File: config.mk
export PLATFORM = sky130hd
export DESIGN_NAME = bus_arbiter_n
export DESIGN_NICKNAME = d
export VERILOG_FILES = /design/src/rtl/bus_arbiter_n.sv
export SDC_FILE = /design/constraint.sdc
export NUM_CORES = 1
export LEC_CHECK = 0
export ABC_CLOCK_PERIOD_IN_PS = 3900
export BUFFER_PORTS_ARGS = -buffer_cell sky130_fd_sc_hd__buf_2
export CORE_AREA = 4 4 165 167
export CTS_BUF_LIST = sky130_fd_sc_hd__clkbuf_16
export CTS_CLUSTER_SIZE = 14
export DETAILED_ROUTE_END_ITERATION = 10
export DIE_AREA = 0 0 169 171
export GPL_TIMING_DRIVEN = 0
export PLACE_DENSITY = 0.49
export SYNTH_ARGS = -nofsm -noshare
export SYNTH_HDL_FRONTEND = slang
export SYNTH_SLANG_ARGS = --single-unit
File: constraint.sdc
create_clock -name i_clk -period 3.9 [get_ports i_clk]
set_input_delay 0.78 -clock i_clk [delete_from_list [all_inputs] [get_ports i_clk]]
set_output_delay 0.78 -clock i_clk [all_outputs]
set_load 0.01 [all_outputs]
File: src/rtl/bus_arbiter_n.sv
// Purpose: serialises NUM_PORTS request channels onto one shared bus master port (round-robin or fixed priority).
// Latency: i_req in IDLE -> o_bus_en next cycle; i_ack -> o_ack next cycle -> IDLE the cycle after (3-cycle minimum period).
// Backpressure: one transfer outstanding; other requesters wait with i_req held; optional ack timeout answers with o_err.
module bus_arbiter_n #(
    parameter int NUM_PORTS = 4,
    parameter int XLEN      = 32,
    parameter int PRIO_MODE = 0,
    parameter int TIMEOUT   = 0
) (
    input  logic                          i_clk,
    input  logic                          i_rst,
    input  logic [NUM_PORTS-1:0]          i_req,
    input  logic [NUM_PORTS-1:0]          i_wr_en,
    input  logic [NUM_PORTS*XLEN-1:0]     i_addr,
    input  logic [NUM_PORTS*XLEN-1:0]     i_wr_data,
    input  logic [NUM_PORTS*XLEN/8-1:0]   i_byte_en,
    output logic [NUM_PORTS-1:0]          o_ack,
    output logic [NUM_PORTS-1:0]          o_err,
    output logic [XLEN-1:0]               o_rd_data,
    output logic [$clog2(NUM_PORTS)-1:0]  o_grant_id,
    output logic                          o_bus_en,
    output logic                          o_wr_en,
    output logic [XLEN-1:0]               o_addr,
    output logic [XLEN-1:0]               o_wr_data,
    output logic [XLEN/8-1:0]             o_byte_en,
    input  logic                          i_ack,
    input  logic [XLEN-1:0]               i_rd_data
);

    localparam int GW = $clog2(NUM_PORTS);
    localparam int BW = XLEN / 8;
    localparam int CW = (TIMEOUT > 1) ? $clog2(TIMEOUT) : 1;

    typedef enum logic [1:0] {
        IDLE = 2'd0,
        BUSY = 2'd1,
        RESP = 2'd2
    } state_t;

    state_t                r_state;
    logic [GW-1:0]         r_ptr;
    logic [CW-1:0]         r_cnt;
    logic [GW-1:0]         r_grant;
    logic                  r_bus_en;
    logic                  r_wr_en;
    logic [XLEN-1:0]       r_addr;
    logic [XLEN-1:0]       r_wr_data;
    logic [BW-1:0]         r_byte_en;
    logic [NUM_PORTS-1:0]  r_ack;
    logic [NUM_PORTS-1:0]  r_err;
    logic [XLEN-1:0]       r_rd_data;

    state_t                w_state_nxt;
    logic [GW-1:0]         w_ptr_nxt;
    logic [CW-1:0]         w_cnt_nxt;
    logic [GW-1:0]         w_grant_nxt;
    logic                  w_bus_en_nxt;
    logic                  w_wr_en_nxt;
    logic [XLEN-1:0]       w_addr_nxt;
    logic [XLEN-1:0]       w_wr_data_nxt;
    logic [BW-1:0]         w_byte_en_nxt;
    logic [NUM_PORTS-1:0]  w_ack_nxt;
    logic [NUM_PORTS-1:0]  w_err_nxt;
    logic [XLEN-1:0]       w_rd_data_nxt;

    logic [GW-1:0]         w_win;
    logic                  w_found;
    logic                  w_any;
    logic                  w_timeout;

    assign w_any     = |i_req;
    assign w_timeout = (TIMEOUT > 0) && (int'(r_cnt) == TIMEOUT - 1);

    // Winner selection: rotating search after the last grant, or lowest index in fixed mode.
    always_comb begin
        w_win   = '0;
        w_found = 1'b0;
        if (PRIO_MODE != 0) begin
            for (int i = NUM_PORTS - 1; i >= 0; i--) begin
                if (i_req[i]) begin
                    w_win = GW'(i);
                end
            end
        end else begin
            for (int i = 0; i < NUM_PORTS; i++) begin
                if (!w_found && i_req[(int'(r_ptr) + 1 + i) % NUM_PORTS]) begin
                    w_win   = GW'((int'(r_ptr) + 1 + i) % NUM_PORTS);
                    w_found = 1'b1;
                end
            end
        end
    end

    // Next-state and next-output logic for the IDLE/BUSY/RESP sequence.
    always_comb begin
        w_state_nxt   = r_state;
        w_ptr_nxt     = r_ptr;
        w_cnt_nxt     = r_cnt;
        w_grant_nxt   = r_grant;
        w_bus_en_nxt  = r_bus_en;
        w_wr_en_nxt   = r_wr_en;
        w_addr_nxt    = r_addr;
        w_wr_data_nxt = r_wr_data;
        w_byte_en_nxt = r_byte_en;
        w_ack_nxt     = '0;
        w_err_nxt     = '0;
        w_rd_data_nxt = r_rd_data;
        case (r_state)
            IDLE: begin
                if (w_any) begin
                    w_grant_nxt   = w_win;
                    w_ptr_nxt     = w_win;
                    w_cnt_nxt     = '0;
                    w_bus_en_nxt  = 1'b1;
                    w_wr_en_nxt   = i_wr_en[w_win];
                    w_addr_nxt    = i_addr[int'(w_win)*XLEN +: XLEN];
                    w_wr_data_nxt = i_wr_data[int'(w_win)*XLEN +: XLEN];
                    w_byte_en_nxt = i_byte_en[int'(w_win)*BW +: BW];
                    w_state_nxt   = BUSY;
                end
            end
            BUSY: begin
                w_cnt_nxt = r_cnt + CW'(1);
                if (i_ack) begin
                    w_rd_data_nxt      = r_wr_en ? '0 : i_rd_data;
                    w_ack_nxt[r_grant] = 1'b1;
                    w_bus_en_nxt       = 1'b0;
                    w_state_nxt        = RESP;
                end else if (w_timeout) begin
                    w_rd_data_nxt      = '0;
                    w_ack_nxt[r_grant] = 1'b1;
                    w_err_nxt[r_grant] = 1'b1;
                    w_bus_en_nxt       = 1'b0;
                    w_state_nxt        = RESP;
                end
            end
            RESP: begin
                // Pulse ends here; read data is only meaningful alongside o_ack.
                w_rd_data_nxt = '0;
                w_state_nxt   = IDLE;
            end
            default: begin
                w_state_nxt  = IDLE;
                w_bus_en_nxt = 1'b0;
            end
        endcase
    end

    // State and output registers; reset drops any in-flight transfer silently.
    always_ff @(posedge i_clk or posedge i_rst) begin
        if (i_rst) begin
            r_state   <= IDLE;
            r_ptr     <= GW'(NUM_PORTS - 1);
            r_cnt     <= '0;
            r_grant   <= '0;
            r_bus_en  <= 1'b0;
            r_wr_en   <= 1'b0;
            r_addr    <= '0;
            r_wr_data <= '0;
            r_byte_en <= '0;
            r_ack     <= '0;
            r_err     <= '0;
            r_rd_data <= '0;
        end else begin
            r_state   <= w_state_nxt;
            r_ptr     <= w_ptr_nxt;
            r_cnt     <= w_cnt_nxt;
            r_grant   <= w_grant_nxt;
            r_bus_en  <= w_bus_en_nxt;
            r_wr_en   <= w_wr_en_nxt;
            r_addr    <= w_addr_nxt;
            r_wr_data <= w_wr_data_nxt;
            r_byte_en <= w_byte_en_nxt;
            r_ack     <= w_ack_nxt;
            r_err     <= w_err_nxt;
            r_rd_data <= w_rd_data_nxt;
        end
    end

    assign o_ack      = r_ack;
    assign o_err      = r_err;
    assign o_rd_data  = r_rd_data;
    assign o_grant_id = r_grant;
    assign o_bus_en   = r_bus_en;
    assign o_wr_en    = r_wr_en;
    assign o_addr     = r_addr;
    assign o_wr_data  = r_wr_data;
    assign o_byte_en  = r_byte_en;

endmodule

# --- Word level (Yosys, flattened, before mapping) ---
# Cells that the tools add are included.
# Widths: inputs -> output; s select.
word_totals:
  regBits: 112
  input_bits: 315
  output_inout_bits: 112
  wordCells: 85
classes:
  addsub: 4
  magnitude_cmp: 7
  n_eq_ne: 4
  shift: 3
  mux: 34
  bitwise: 5
  n_reduce_logical: 18
op_table:
  columns: ["operator", "n"]
  rows:
  - ["$shiftx 128x8->32", 2]
  - ["$mux 32", 2]
  - ["$pmux 32 s2", 1]
  - ["$lt 3x4->1 const B", 4]
  - ["$shiftx 16x5->4", 1]
  - ["$mux 1", 15]
  - ["$mux 2", 6]
  - ["$bmux 1 s2", 5]
  - ["$mux 4", 2]
  - ["$reduce_or 2->1", 4]
  - ["$lt 2x3->1 const B", 2]
  - ["$reduce_and 2->1", 3]
  - ["$add 2x1->2 const B", 2]
  - ["$add 2x2->2 const B", 2]
  - ["$and 1x1->1 const A", 4]
  - ["$logic_and 1x1->1", 4]
  - ["$ne 2x2->1 const B", 2]
  - ["$pmux 2 s2", 1]
  - ["$reduce_or 4->1", 1]
  - ["$logic_not 1->1", 3]
  - ["$pmux 1 s3", 1]
  - ["$reduce_and 3->1", 1]
  - ["$demux 1 s2", 1]
  - ["$eq 2x1->1 const B", 1]
  - ["other kinds (5)", 5]

# --- Logic depth before layout (Yosys ltp) ---
# Gate-level depths: netlist of the first run.
depth:
  ltp_word: 18
  mapped_depth: 7
  depth_no_buf: 5

# --- Worst setup path after synthesis of the first run ---
# OpenSTA, ideal clock, no wires.
synth_path:
  path_type: "input port to flip-flop"
  start: "input i_req[3]"
  end: "register r_wr_data[10] (netlist: o_wr_data[10])"
  setup_ps: 142
  arrival_ps: 1876
  required_ps: 3758
  setup_slack_ps: 1882
  stages: 7
  path_buffers: 2
  cell_sequence: "nor2b_1 > a21oi_2 > o221ai_4 > buf_6 > buf_8 > mux2i_1 > o221ai_1"
synth_between:
  elab_chain_len: 14
  elab_cells_between_ends: 28
  cone_classes: "shift (1); mux (19); reduce/logical (8)"
synth_rtl:
  columns: ["item", "line_no", "text"]
  rows:
  - ["start: declaration", "12", "input logic [NUM_PORTS-1:0] i_req,"]
  - ["$bmux 1 s2", "86", "if (!w_found && i_req[(int'(r_ptr) + 1 + i) % NUM_PORTS]) begin"]
  - ["$mux 1 (implied by the code) (2 in series)", "86", null]
  - ["$mux 1", "86", null]
  - ["$logic_not 1->1", "86", null]
  - ["$logic_and 1x1->1", "86", null]
  - ["$mux 1", "86", null]
  - ["$logic_not 1->1", "86", null]
  - ["$logic_and 1x1->1", "86", null]
  - ["$mux 1", "86", null]
  - ["$logic_not 1->1", "86", null]
  - ["$logic_and 1x1->1", "86", null]
  - ["$mux 2", "86", null]
  - ["$shiftx 128x8->32", "117", "w_wr_data_nxt = i_wr_data[int'(w_win)*XLEN +: XLEN];"]
  - ["end signal: assignment", "172", "r_wr_data <= w_wr_data_nxt;"]
  - ["end: declaration", "47", "logic [XLEN-1:0] r_wr_data;"]
# Parallel ways exist; a longest one is shown, timed or not. The select of a mux whose other input is x is not followed.
# A chain may end at the register's enable or synchronous reset.

# --- Final worst setup path of the first run ---
layout_path:
  start: "input i_req[2]"
  end: "register r_addr[24] (netlist: o_addr[24])"
layout_between:
  elab_chain_len: 14
  elab_cells_between_ends: 28
  cone_classes: "shift (1); mux (19); reduce/logical (8)"
layout_rtl:
  columns: ["item", "line_no", "text"]
  rows:
  - ["$bmux 1 s2", "86", null]
  - ["$mux 1 (implied by the code) (2 in series)", "86", null]
  - ["$mux 1", "86", null]
  - ["$logic_not 1->1", "86", null]
  - ["$logic_and 1x1->1", "86", null]
  - ["$mux 1", "86", null]
  - ["$logic_not 1->1", "86", null]
  - ["$logic_and 1x1->1", "86", null]
  - ["$mux 1", "86", null]
  - ["$logic_not 1->1", "86", null]
  - ["$logic_and 1x1->1", "86", null]
  - ["$mux 2", "86", null]
  - ["$shiftx 128x8->32", "116", "w_addr_nxt = i_addr[int'(w_win)*XLEN +: XLEN];"]
  - ["end signal: assignment", "171", "r_addr <= w_addr_nxt;"]
  - ["end: declaration", "46", "logic [XLEN-1:0] r_addr;"]
# Parallel ways exist; a longest one is shown, timed or not. The select of a mux whose other input is x is not followed.

==> reports/qor.yml, run 1 <==
place_ws_ns: 1.119
fin_crit_sh_pct: 59.77
cts_tree: "built"
path_clk_slew_ns: 0.08
hold_viol: 0
final_max_slew_viol_count: 0
ys_async_sr_fraction_pct: 100.0
drt_iter0_drc: 204
fmax_ghz: 0.4290
syn2layout_area_growth_pct: 48.08
via_count: 5892
layout_setup_ws_ns: 1.569
reg2reg_slack_ns: 1.62
r2r_cells: 7
comb_power_share_pct: 52.7
grt_use_total_pct: 15.76
timing.slew.headroom_pct: 51.73
synthCells: 526
place.port_buffers: 422
ys_seq_area_share_pct: 46.49
grt_antenna_before_repair: 0
cp_common_cell: "clkbuf_1"
hpwl_mm: 19.96
gp_congestion: 0.7679
critPathMaxStageDelay_ns: 0.56
synth-edff-count: 0
tns_ns: 0
cts_htree_levels: 3
cp_top_family: "buffers and inverters"
core_area_sq_mm: 0.02576
r2r_start: "r_ptr[1]$_DFFE_PP1P_"
nets: 1278
setup_viol: 0
crit_fanout: 10
drive_gt1_share_pct: 48.55
switching_share_pct: 41.35
power_switching_w: 0.002692
yosys.cell_types.count: 33
post_cts_resized: 0
cp.depth: 7
first_global_vias: 6074
fin_skew_ns: 0.01152
ys_seq_elements: 112
crit_required_ns: 4.15
avgSynthCellArea_sq_um: 11.47
synth_warnings: 0
routed_wl_mm: 24.56
fin_hold_ws_ns: 0.4495
p_leak_nw: 4.860
postCtsSetupRepairBufs: 0
grt_pass1_wl_mm: 35.29
hold_buffers: 0
ir_drop_mv: 0.2745
diodes: 0
utilization_pct: 34.69
cts_buffers: 9
power_w: 0.006511
root_buffer: "clkbuf_16"
path_buf_inv: 3
fill_cells: 2742
die_h_um: 171
period_minus_slack_ns: 2.331
clkPwrFrac_pct: 15.9
netlist_area_sq_mm: 0.006035
rr_endpoint: "o_byte_en[2]$_DFFE_PP0P_"
startpoint_type: "input pin"
status: "finished, final reports clean"
cp-startpoint: "i_req[2]"
worstMarginPinSlew_ns: 0.7240
cp_slowest_cell: "clkbuf_1"
clock-sinks: 112
p_int_w: 0.003819
critPathKind: "in -> reg"
crit_arrival_ns: 2.58
clk_latency_ns: 0.35
hp-class: "in -> async"
grt_overflow: 0
routedWlPerCell_um: 18.85
cts_buffer_depth: 2
viasPerCell: 4.522
die-area_sq_mm: 0.02890
cap_violations: 0
grt_max_degree: 64
rows: 59
seq_power_share_pct: 31.4
endpoint: "o_addr[24]$_DFFE_PP0P_"
p_per_area_mw_per_mm2: 728.6
rsz0062_at_grt: "no"
dr.pass1.iters: 4
worst_setup_path_end_kind: "flip-flop"
path_cells: "buf_2, nor2_1, a211o_1, clkbuf_1, clkbuf_1, nand2_1, o221ai_1"
ios: 427
synth_ff_type: "dfrtp_1"
remaining_drc_errors: 0
antenna_left: 0
die_w_um: 169
initial_core_util_pct: 23.42
metrics by stage:
| stage | std cells | instance area, sq um |
|---|---|---|
| detailed placement | 1287 | 8610 |
| global route | 1303 | 8936 |
| CTS | 1303 | 8936 |
| floorplan | 529 | 6046 |
| global placement | 1286 | 8577 |
| finish | 1303 | 8936 |
cells by family (layout without fill, tap and decap cells):
kind of cell / count (synthesis) / after routing / share of synthesized area [%]
buffers and inverters: 53 / 492 / 7.049
muxes: 139 / 139 / 23.06
DFF: 112 / 112 / 46.49
other: 1 / 4 / 0.06214
AOI/OAI and AO/OA: 115 / 115 / 16.36
and+or+nand+nor: 106 / 106 / 6.987
synth_stat cells (2+ instances only):
cell type  instances  area [sq um]
buf_2              5         25.02
mux2i_1          139          1391
clkbuf_4           2         15.01
or2_1              2         12.51
o221ai_1          69         604.3
nor2b_1            2         12.51
a22o_1            29         254.0
dfstp_2            2         52.55
inv_1              3         11.26
buf_12            11         220.2
a21oi_1            7         35.03
nand2b_1           3         18.77
o21ai_0            3         15.01
dfrtp_1          110          2753
nand2_1           84         315.3
buf_4              4         30.03
nor2_1            12         45.04
clkbuf_1          24         90.09
layer usage:
| layer | vias to the layer above | share of wire [%] | global-route usage (%) |
|---|---|---|---|
| met2 | 252 | 52 | 29.18 |
| met4 | 0 | 1.3 | 3.710 |
| met3 | 16 | 6.8 | 2.957 |
| met5 | - | 0 | 0 |
| met1 | 2781 | 40 | 18.92 |
| li1 | 2843 | - | - |
worst min-delay path by stage:
stage	from	to	slack, ns	cells past startpoint
3_5_place_dp	o_wr_data[20]$_DFFE_PP0P_	o_wr_data[20]$_DFFE_PP0P_	0.47	2
5_1_grt	i_rst	o_rd_data[21]$_DFFE_PP0P_	0.48	2
4_1_cts	i_rst	o_rd_data[24]$_DFFE_PP0P_	0.46	2
2_1_floorplan	r_ptr[1]$_DFFE_PP1P_	r_ptr[1]$_DFFE_PP1P_	0.47	2
3_3_place_gp	o_addr[18]$_DFFE_PP0P_	o_addr[18]$_DFFE_PP0P_	0.47	2
6_report	i_rst	o_rd_data[22]$_DFFE_PP0P_	0.45	2
area by class of cell:
type                    count  area, sq um  share of cell area, %
multi-input cells         364         2815                  31.50
plain buffers              49        410.4                  4.593
clock buffers               9        225.2                  2.520
flip-flops and latches    112         2805                  31.39
well taps                 335        419.2                  4.691
inverters                   4        20.02                 0.2240
repair buffers            423         2140                  23.94
clock inverters             7        101.3                  1.134
sequential cells by signal (all words and copies together), names as in the netlist:
register,cells
o_addr,32
o_rd_data,32
o_wr_data,32
o_ack,4
o_byte_en,4
o_grant_id,2
r_ptr,2
r_state,2
o_bus_en,1
o_wr_en,1
power by group through the flow:
stage / Combinational [W] / Sequential [W] / Clock (W)
2_1_floorplan: 0.00190 / 0.00227 / 0
3_3_place_gp: 0.00350 / 0.00205 / 0
3_5_place_dp: 0.00352 / 0.00205 / 0
4_1_cts: 0.00352 / 0.00205 / 0.00109
5_1_grt: 0.00375 / 0.00212 / 0.00112
6_report: 0.00343 / 0.00205 / 0.00104
worst register-to-register path, cell delays in order, from the launching register on:
cell      delay (ns)
dfstp_2         0.60
a21oi_1         0.09
a31oi_1         0.14
a21o_1          0.15
or2_1           0.09
buf_2           0.26
clkbuf_1        0.59
o221ai_1        0.21
placed cells by master, fill, tap and decap left out, drive strengths merged, types with 4 or more instances in the layout:
| cell type | synthesis | routed |
|---|---|---|
| a22o | 29 | 29 |
| clkbuf | 26 | 35 |
| buf | 23 | 446 |
| mux2i | 139 | 139 |
| a21oi | 8 | 8 |
| nand2 | 85 | 85 |
| nor2 | 12 | 12 |
| inv | 4 | 8 |
| conb | 1 | 4 |
| dfrtp | 110 | 110 |
| o221ai | 70 | 70 |
Power figures use the tool's default switching activity.
==> run 2: changes to the inputs <==
==> config.mk (replaced) <==
export PLATFORM = sky130hd
export DESIGN_NAME = bus_arbiter_n
export DESIGN_NICKNAME = d
export VERILOG_FILES = /design/src/rtl/bus_arbiter_n.sv
export SDC_FILE = /design/constraint.sdc
export NUM_CORES = 1
export LEC_CHECK = 0
export ABC_CLOCK_PERIOD_IN_PS = 2400
export BUFFER_PORTS_ARGS = -buffer_cell sky130_fd_sc_hd__buf_2
export CORE_AREA = 4 4 162 164
export CTS_BUF_LIST = sky130_fd_sc_hd__clkbuf_16
export CTS_CLUSTER_SIZE = 14
export DETAILED_ROUTE_END_ITERATION = 10
export DIE_AREA = 0 0 166 168
export GPL_TIMING_DRIVEN = 0
export PLACE_DENSITY = 0.48
export SYNTH_ARGS = -nofsm -noshare
export SYNTH_HDL_FRONTEND = slang
export SYNTH_SLANG_ARGS = --single-unit
==> constraint.sdc (replaced) <==
create_clock -name i_clk -period 2.4 [get_ports i_clk]
set_input_delay 0.48 -clock i_clk [delete_from_list [all_inputs] [get_ports i_clk]]
set_output_delay 0.48 -clock i_clk [all_outputs]
set_load 0.01 [all_outputs]
==> reports/qor.yml, run 2 (same netlist as run 1, synthesis figures left out) <==
status: "finished, final reports clean"
layout_commonest_cell: "buf_2"
routed_wl_mm: 24.00  # -2.3%
grt_max_degree: 41  # -36%
fmax_ghz: 0.4700
cts_buffer_depth: 2  # unchanged
grt-busiest-layer: "met2"
timing.slew.headroom_pct: 42.31  # -9.4 points
p_int_w: 0.006026  # +58%
final_max_slew_viol_count: 0  # unchanged
worstMarginPinSlew_ns: 0.8635  # +0.1395 ns
hp-class: "in -> async"
drt_iter0_drc: 236  # +16%
root_buffer: "clkbuf_16"
cts_htree_levels: 3  # unchanged
viasPerCell: 4.511  # -0.25%
rsz0062_at_grt: "no"
grtUsageMet3_pct: 4.062  # +1.1 points
fin_crit_sh_pct: 88.66
cts_tree: "built"
globalRouteMet1Util_pct: 18.92  # about the same
fin_skew_ns: 0.01247  # +0.0009469 ns
nets: 1278  # unchanged
cp_slowest_cell: "dfstp_2"
period_minus_slack_ns: 2.128
final_cell_mix: "buf_2 (427), mux2i_1 (139), dfrtp_1 (110)"
via_count: 5864  # -0.48%
grt_antenna_before_repair: 4  # +4
hpwl_mm: 19.51  # -2.3%
globalRouteMet2Util_pct: 29.17  # about the same
clkPwrFrac_pct: 15.0  # -0.9 points
hold_viol: 0  # unchanged
layout_setup_ws_ns: 0.2722  # -1.297 ns
reg2reg_slack_ns: 0.27  # -1.35 ns
cp_common_cell: "buf_12"
antenna_left: 0  # unchanged
place_ws_ns: -0.08144  # -1.201 ns
rows: 58  # -1.7%
power_w: 0.01046  # +61%
remaining_drc_errors: 0  # unchanged
critPathMaxStageDelay_ns: 0.59  # +0.03 ns
core_area_sq_mm: 0.02489  # -3.4%
crit_fanout: 10  # unchanged
clk_latency_ns: 0.36  # about the same
initial_core_util_pct: 24.24  # +0.82 points
die_h_um: 168  # -1.8%
syn2layout_area_growth_pct: 47.90
crit_required_ns: 2.61  # -1.54 ns
die-area_sq_mm: 0.02789  # -3.5%
startpoint_type: "flip-flop"
place.port_buffers: 422  # unchanged
p_leak_nw: 4.847  # -0.27%
setup_viol: 0  # unchanged
worst_setup_path_end_kind: "flip-flop"
dp.cells: 1283  # -0.31%
drive_gt1_share_pct: 48.86  # +0.31 points
grt_pass1_wl_mm: 35.80  # +1.4%
critPathKind: "reg -> reg"
crit_arrival_ns: 2.33  # -0.25 ns
first_global_vias: 6233  # +2.6%
grt_overflow: 0  # unchanged
cap_violations: 0  # unchanged
grt_use_total_pct: 16.26  # +0.50 points
power_switching_w: 0.004430  # +65%
r2r_cells: 7  # unchanged
path_cells: "nand2b_1, a21oi_2, o221ai_4, buf_12, buf_12, mux2i_1, o221ai_1"
path_clk_slew_ns: 0.09  # about the same
gp_congestion: 0.8801  # +15%
instances_no_fill: 1300  # -0.23%
seq_power_share_pct: 31.7  # +0.3 points
ios: 427  # unchanged
clock-sinks: 112  # unchanged
die_w_um: 166  # -1.8%
comb_power_share_pct: 53.3  # +0.6 points
switching_share_pct: 42.37  # +1.0 points
routedWlPerCell_um: 18.46  # -2.1%
p_per_area_mw_per_mm2: 1172  # +61%
dr.pass1.iters: 4  # unchanged
cts_buffers: 9  # unchanged
ir_drop_mv: 0.3222  # +17%
## run 2: critical path: cells and delay by family, from the launching register on
kind	cells	cell delay (ns)
buffers and inverters	2	0.39
multiplexers	1	0.29
AND/OR/NAND/NOR	1	0.14
AO/OA/AOI/OAI	3	0.53
flip-flops	1	0.59
## run 2: metrics by stage
step	setup TNS, ns	cell area (sq um)	utilization, %	hold WS (ns)
6_report	0	8925	35.86	0.2718
5_1_grt	0	8925	35.86	0.3084
2_1_floorplan	0	6050	-	0.4725
4_1_cts	0	8922	35.85	0.2816
3_3_place_gp	-36.57	8574	34.45	0.4671
3_5_place_dp	-1.485	8615	34.61	0.4677
## run 2: path summary, 6_finish.rpt
| kind | to | from |
|---|---|---|
| worst max-delay path | o_wr_data[14]$_DFFE_PP0P_ | r_ptr[1]$_DFFE_PP1P_ |
| worst min-delay path | o_rd_data[8]$_DFFE_PP0P_ | i_rst |
| worst max register to register | o_wr_data[14]$_DFFE_PP0P_ | r_ptr[1]$_DFFE_PP1P_ |
| worst min register to register | o_addr[7]$_DFFE_PP0P_ | o_addr[7]$_DFFE_PP0P_ |
| max in group asynchronous | r_ptr[1]$_DFFE_PP1P_ | i_rst |
| min in group i_clk | o_rd_data[0]$_DFFE_PP0P_ | i_rd_data[0] |
## run 2: timing repair
item	in CTS	in global routing
setup buffers	0	0
hold buffers	0	0
endpoints found under the setup margin	0	13
resized for setup	0	2
## run 2: final cells by class
class / count / area, sq um
Inverter: 4 / 18.77
Clock inverter: 7 / 82.58
Antenna cell: 2 / 5.005
Fill cell: 2621 / 15970
Multi-Input combinational cell: 364 / 2815
Buffer: 48 / 407.9
Clock buffer: 9 / 225.2
Tap cell: 330 / 412.9
Timing Repair Buffer: 424 / 2152
Sequential cell: 112 / 2805
## run 2: per-layer routing
| metal | part of all wire, % | wire length [um] | vias to the layer above |
|---|---|---|---|
| li1 | - | - | 2851 |
| met5 | 0.058 | 14 | - |
| met1 | 39 | 9465 | 2698 |
| met3 | 7.4 | 1788 | 28 |
| met2 | 51 | 12190 | 283 |
| met4 | 2.3 | 545 | 4 |
## run 2: power by group through the flow
stage          clock [W]  combinational (W)  sequential (W)
3_5_place_dp           0            0.00571         0.00334
4_1_cts          0.00164            0.00571         0.00332
3_3_place_gp           0            0.00570         0.00333
6_report         0.00157            0.00557         0.00332
5_1_grt          0.00170            0.00607         0.00343
2_1_floorplan          0            0.00309         0.00370
==> run 3: changes to the inputs <==
--- a/config.mk
+++ b/config.mk
@@ -13,7 +13,8 @@
 export DETAILED_ROUTE_END_ITERATION = 10
 export DIE_AREA = 0 0 166 168
 export GPL_TIMING_DRIVEN = 0
-export PLACE_DENSITY = 0.48
+export MAX_ROUTING_LAYER = met4
+export PLACE_DENSITY = 0.54
 export SYNTH_ARGS = -nofsm -noshare
 export SYNTH_HDL_FRONTEND = slang
 export SYNTH_SLANG_ARGS = --single-unit
==> reports/qor.yml, run 3 (same netlist as run 1, synthesis figures left out) <==
period_minus_slack_ns: 2.250  # +0.1225 ns
setup_viol: 0  # unchanged
detailed_place.area_sq_mm: 0.008642  # +0.32%
worstMarginPinSlew_ns: 0.9586  # +0.09509 ns
worst_setup_path_end_kind: "flip-flop"
grt_antenna_before_repair: 0  # -4
rows: 58  # unchanged
gp_congestion: 0.9610  # +9.2%
r2r_start: "r_state[1]$_DFFE_PP0P_"
postCtsSetupRepairBufs: 0  # unchanged
root_buffer: "clkbuf_16"
crit_fanout: 10  # unchanged
nets: 1280  # +0.16%
cp_slowest_cell: "clkbuf_1"
dr.pass1.iters: 4  # unchanged
layout_commonest_cell: "buf_2"
antenna_left: 0  # unchanged
r2r_cells: 6  # -1
cap_violations: 0  # unchanged
critPathKind: "reg -> reg"
p_per_area_mw_per_mm2: 1179  # +0.63%
grt_pass1_wl_mm: 37.95  # +6.0%
final_cell_mix: "buf_2 (426), mux2i_1 (139), dfrtp_1 (110)"
cts_buffer_depth: 2  # unchanged
reg2reg_slack_ns: 0.15  # -0.12 ns
tns_ns: 0  # unchanged
viasPerCell: 4.618  # +2.4%
design_area_sq_mm: 0.008932  # about the same
place.port_buffers: 422  # unchanged
remaining_drc_errors: 0  # unchanged
routedWlPerCell_um: 19.67  # +6.6%
hpwl_mm: 20.25  # +3.8%
p_leak_nw: 4.860  # +0.28%
clock-sinks: 112  # unchanged
grt_overflow: 0  # unchanged
hp-class: "in -> async"
cts_buffers: 9  # unchanged
startpoint_type: "flip-flop"
drive_gt1_share_pct: 48.76  # -0.10 points
clk_latency_ns: 0.36  # about the same
syn2layout_area_growth_pct: 48.02  # about the same
ir_drop_mv: 0.3880  # +20%
path_clk_slew_ns: 0.09  # about the same
die-area_sq_mm: 0.02789  # unchanged
cts_htree_levels: 3  # unchanged
hold_viol: 0  # unchanged
critPathMaxStageDelay_ns: 0.45  # -0.14 ns
drt_iter0_drc: 264  # +12%
status: "finished, final reports clean"
crit_arrival_ns: 2.45  # +0.12 ns
timing.slew.headroom_pct: 36.09  # -6.2 points
cts_tree: "built"
ios: 427  # unchanged
via_count: 6004  # +2.4%
cp_common_cell: "clkbuf_1"
core_area_sq_mm: 0.02489  # unchanged
path_cells: "clkbuf_1, a211oi_2, nand2_2, buf_4, clkbuf_1, o221ai_1"
rsz0062_at_grt: "no"
rr_endpoint: "o_wr_data[9]$_DFFE_PP0P_"
grt_max_degree: 39  # -4.9%
fin_skew_ns: 0.01363  # +0.001156 ns
crit_required_ns: 2.60  # about the same
first_global_vias: 6331  # +1.6%
fin_hold_ws_ns: 0.1363  # -0.1355 ns
diodes: 0  # -2
die_h_um: 168  # unchanged
grt_use_total_pct: 17.99  # +1.7 points
final_max_slew_viol_count: 0  # unchanged
die_w_um: 166  # unchanged
fmax_ghz: 0.4444  # -5.4%
routed_wl_mm: 25.57  # +6.6%
initial_core_util_pct: 24.24  # unchanged
fin_crit_sh_pct: 93.76  # +5.1 points
run 3: how the worst max path moves through the flow:
stage,from,endpoint,slack [ns]
global route,r_state[1]$_DFFE_PP0P_,o_wr_data[10]$_DFFE_PP0P_,0.003
CTS,r_ptr[1]$_DFFE_PP1P_,o_wr_data[17]$_DFFE_PP0P_,0.10
global placement,i_rst,o_addr[7]$_DFFE_PP0P_,-0.32
finish,r_state[1]$_DFFE_PP0P_,o_wr_data[9]$_DFFE_PP0P_,0.15
detailed placement,i_req[2],o_byte_en[2]$_DFFE_PP0P_,-0.27
floorplan,i_rst,o_ack[0]$_DFF_PP0_,0.56
run 3: area by class of cell:
type                       instances  area (sq um)
clock inverter                     7         61.31
sequential                       112          2805
buffer                            49         414.1
multi-input combinational        364          2815
inverter                           4         18.77
clock buffer                       9         225.2
tap                              330         412.9
timing repair buffer             425          2180
fill                            2552         15960
run 3: repair_timing:
action / 4_1_cts / 5_1_grt
hold buffers: 0 / 0
gates resized for setup: 2 / 0
setup endpoints to repair: 20 / 0
run 3: routing by layer:
metal	share of wire (%)	wire (um)	vias to the layer above	track usage [%]
met1	42	10730	2823	22.24
met2	50	12770	289	30.59
li1	-	-	2862	-
met5	0	0	-	-
met4	1.8	450	0	4.340
met3	6.4	1624	30	3.452
run 3: where the power goes:
part | internal (W) | switching (W)
registers | 0.00280 | 0.000515
logic | 0.00249 | 0.00322
clock network | 0.000730 | 0.000776
total | 0.00602 | 0.00451
run 3: per-stage QoR:
stage	std cells	utilization [%]	setup slack [ns]	total power [W]
finish	1300	35.89	0.1498	0.01053
global route	1300	35.89	0.003011	0.01129
CTS	1300	35.89	0.1001	0.01071
detailed placement	1284	34.72	-0.2689	0.009151
global placement	1281	34.45	-0.3227	0.009087
floorplan	529	-	0.5642	0.006783
run 3: critical path: cells and delay by family, from the launching register on:
kind                   cells  cell delay [ns]
AO/OA/AOI/OAI              2             0.33
buffers and inverters      3             1.15
flip-flops                 1             0.37
AND/OR/NAND/NOR            1             0.23
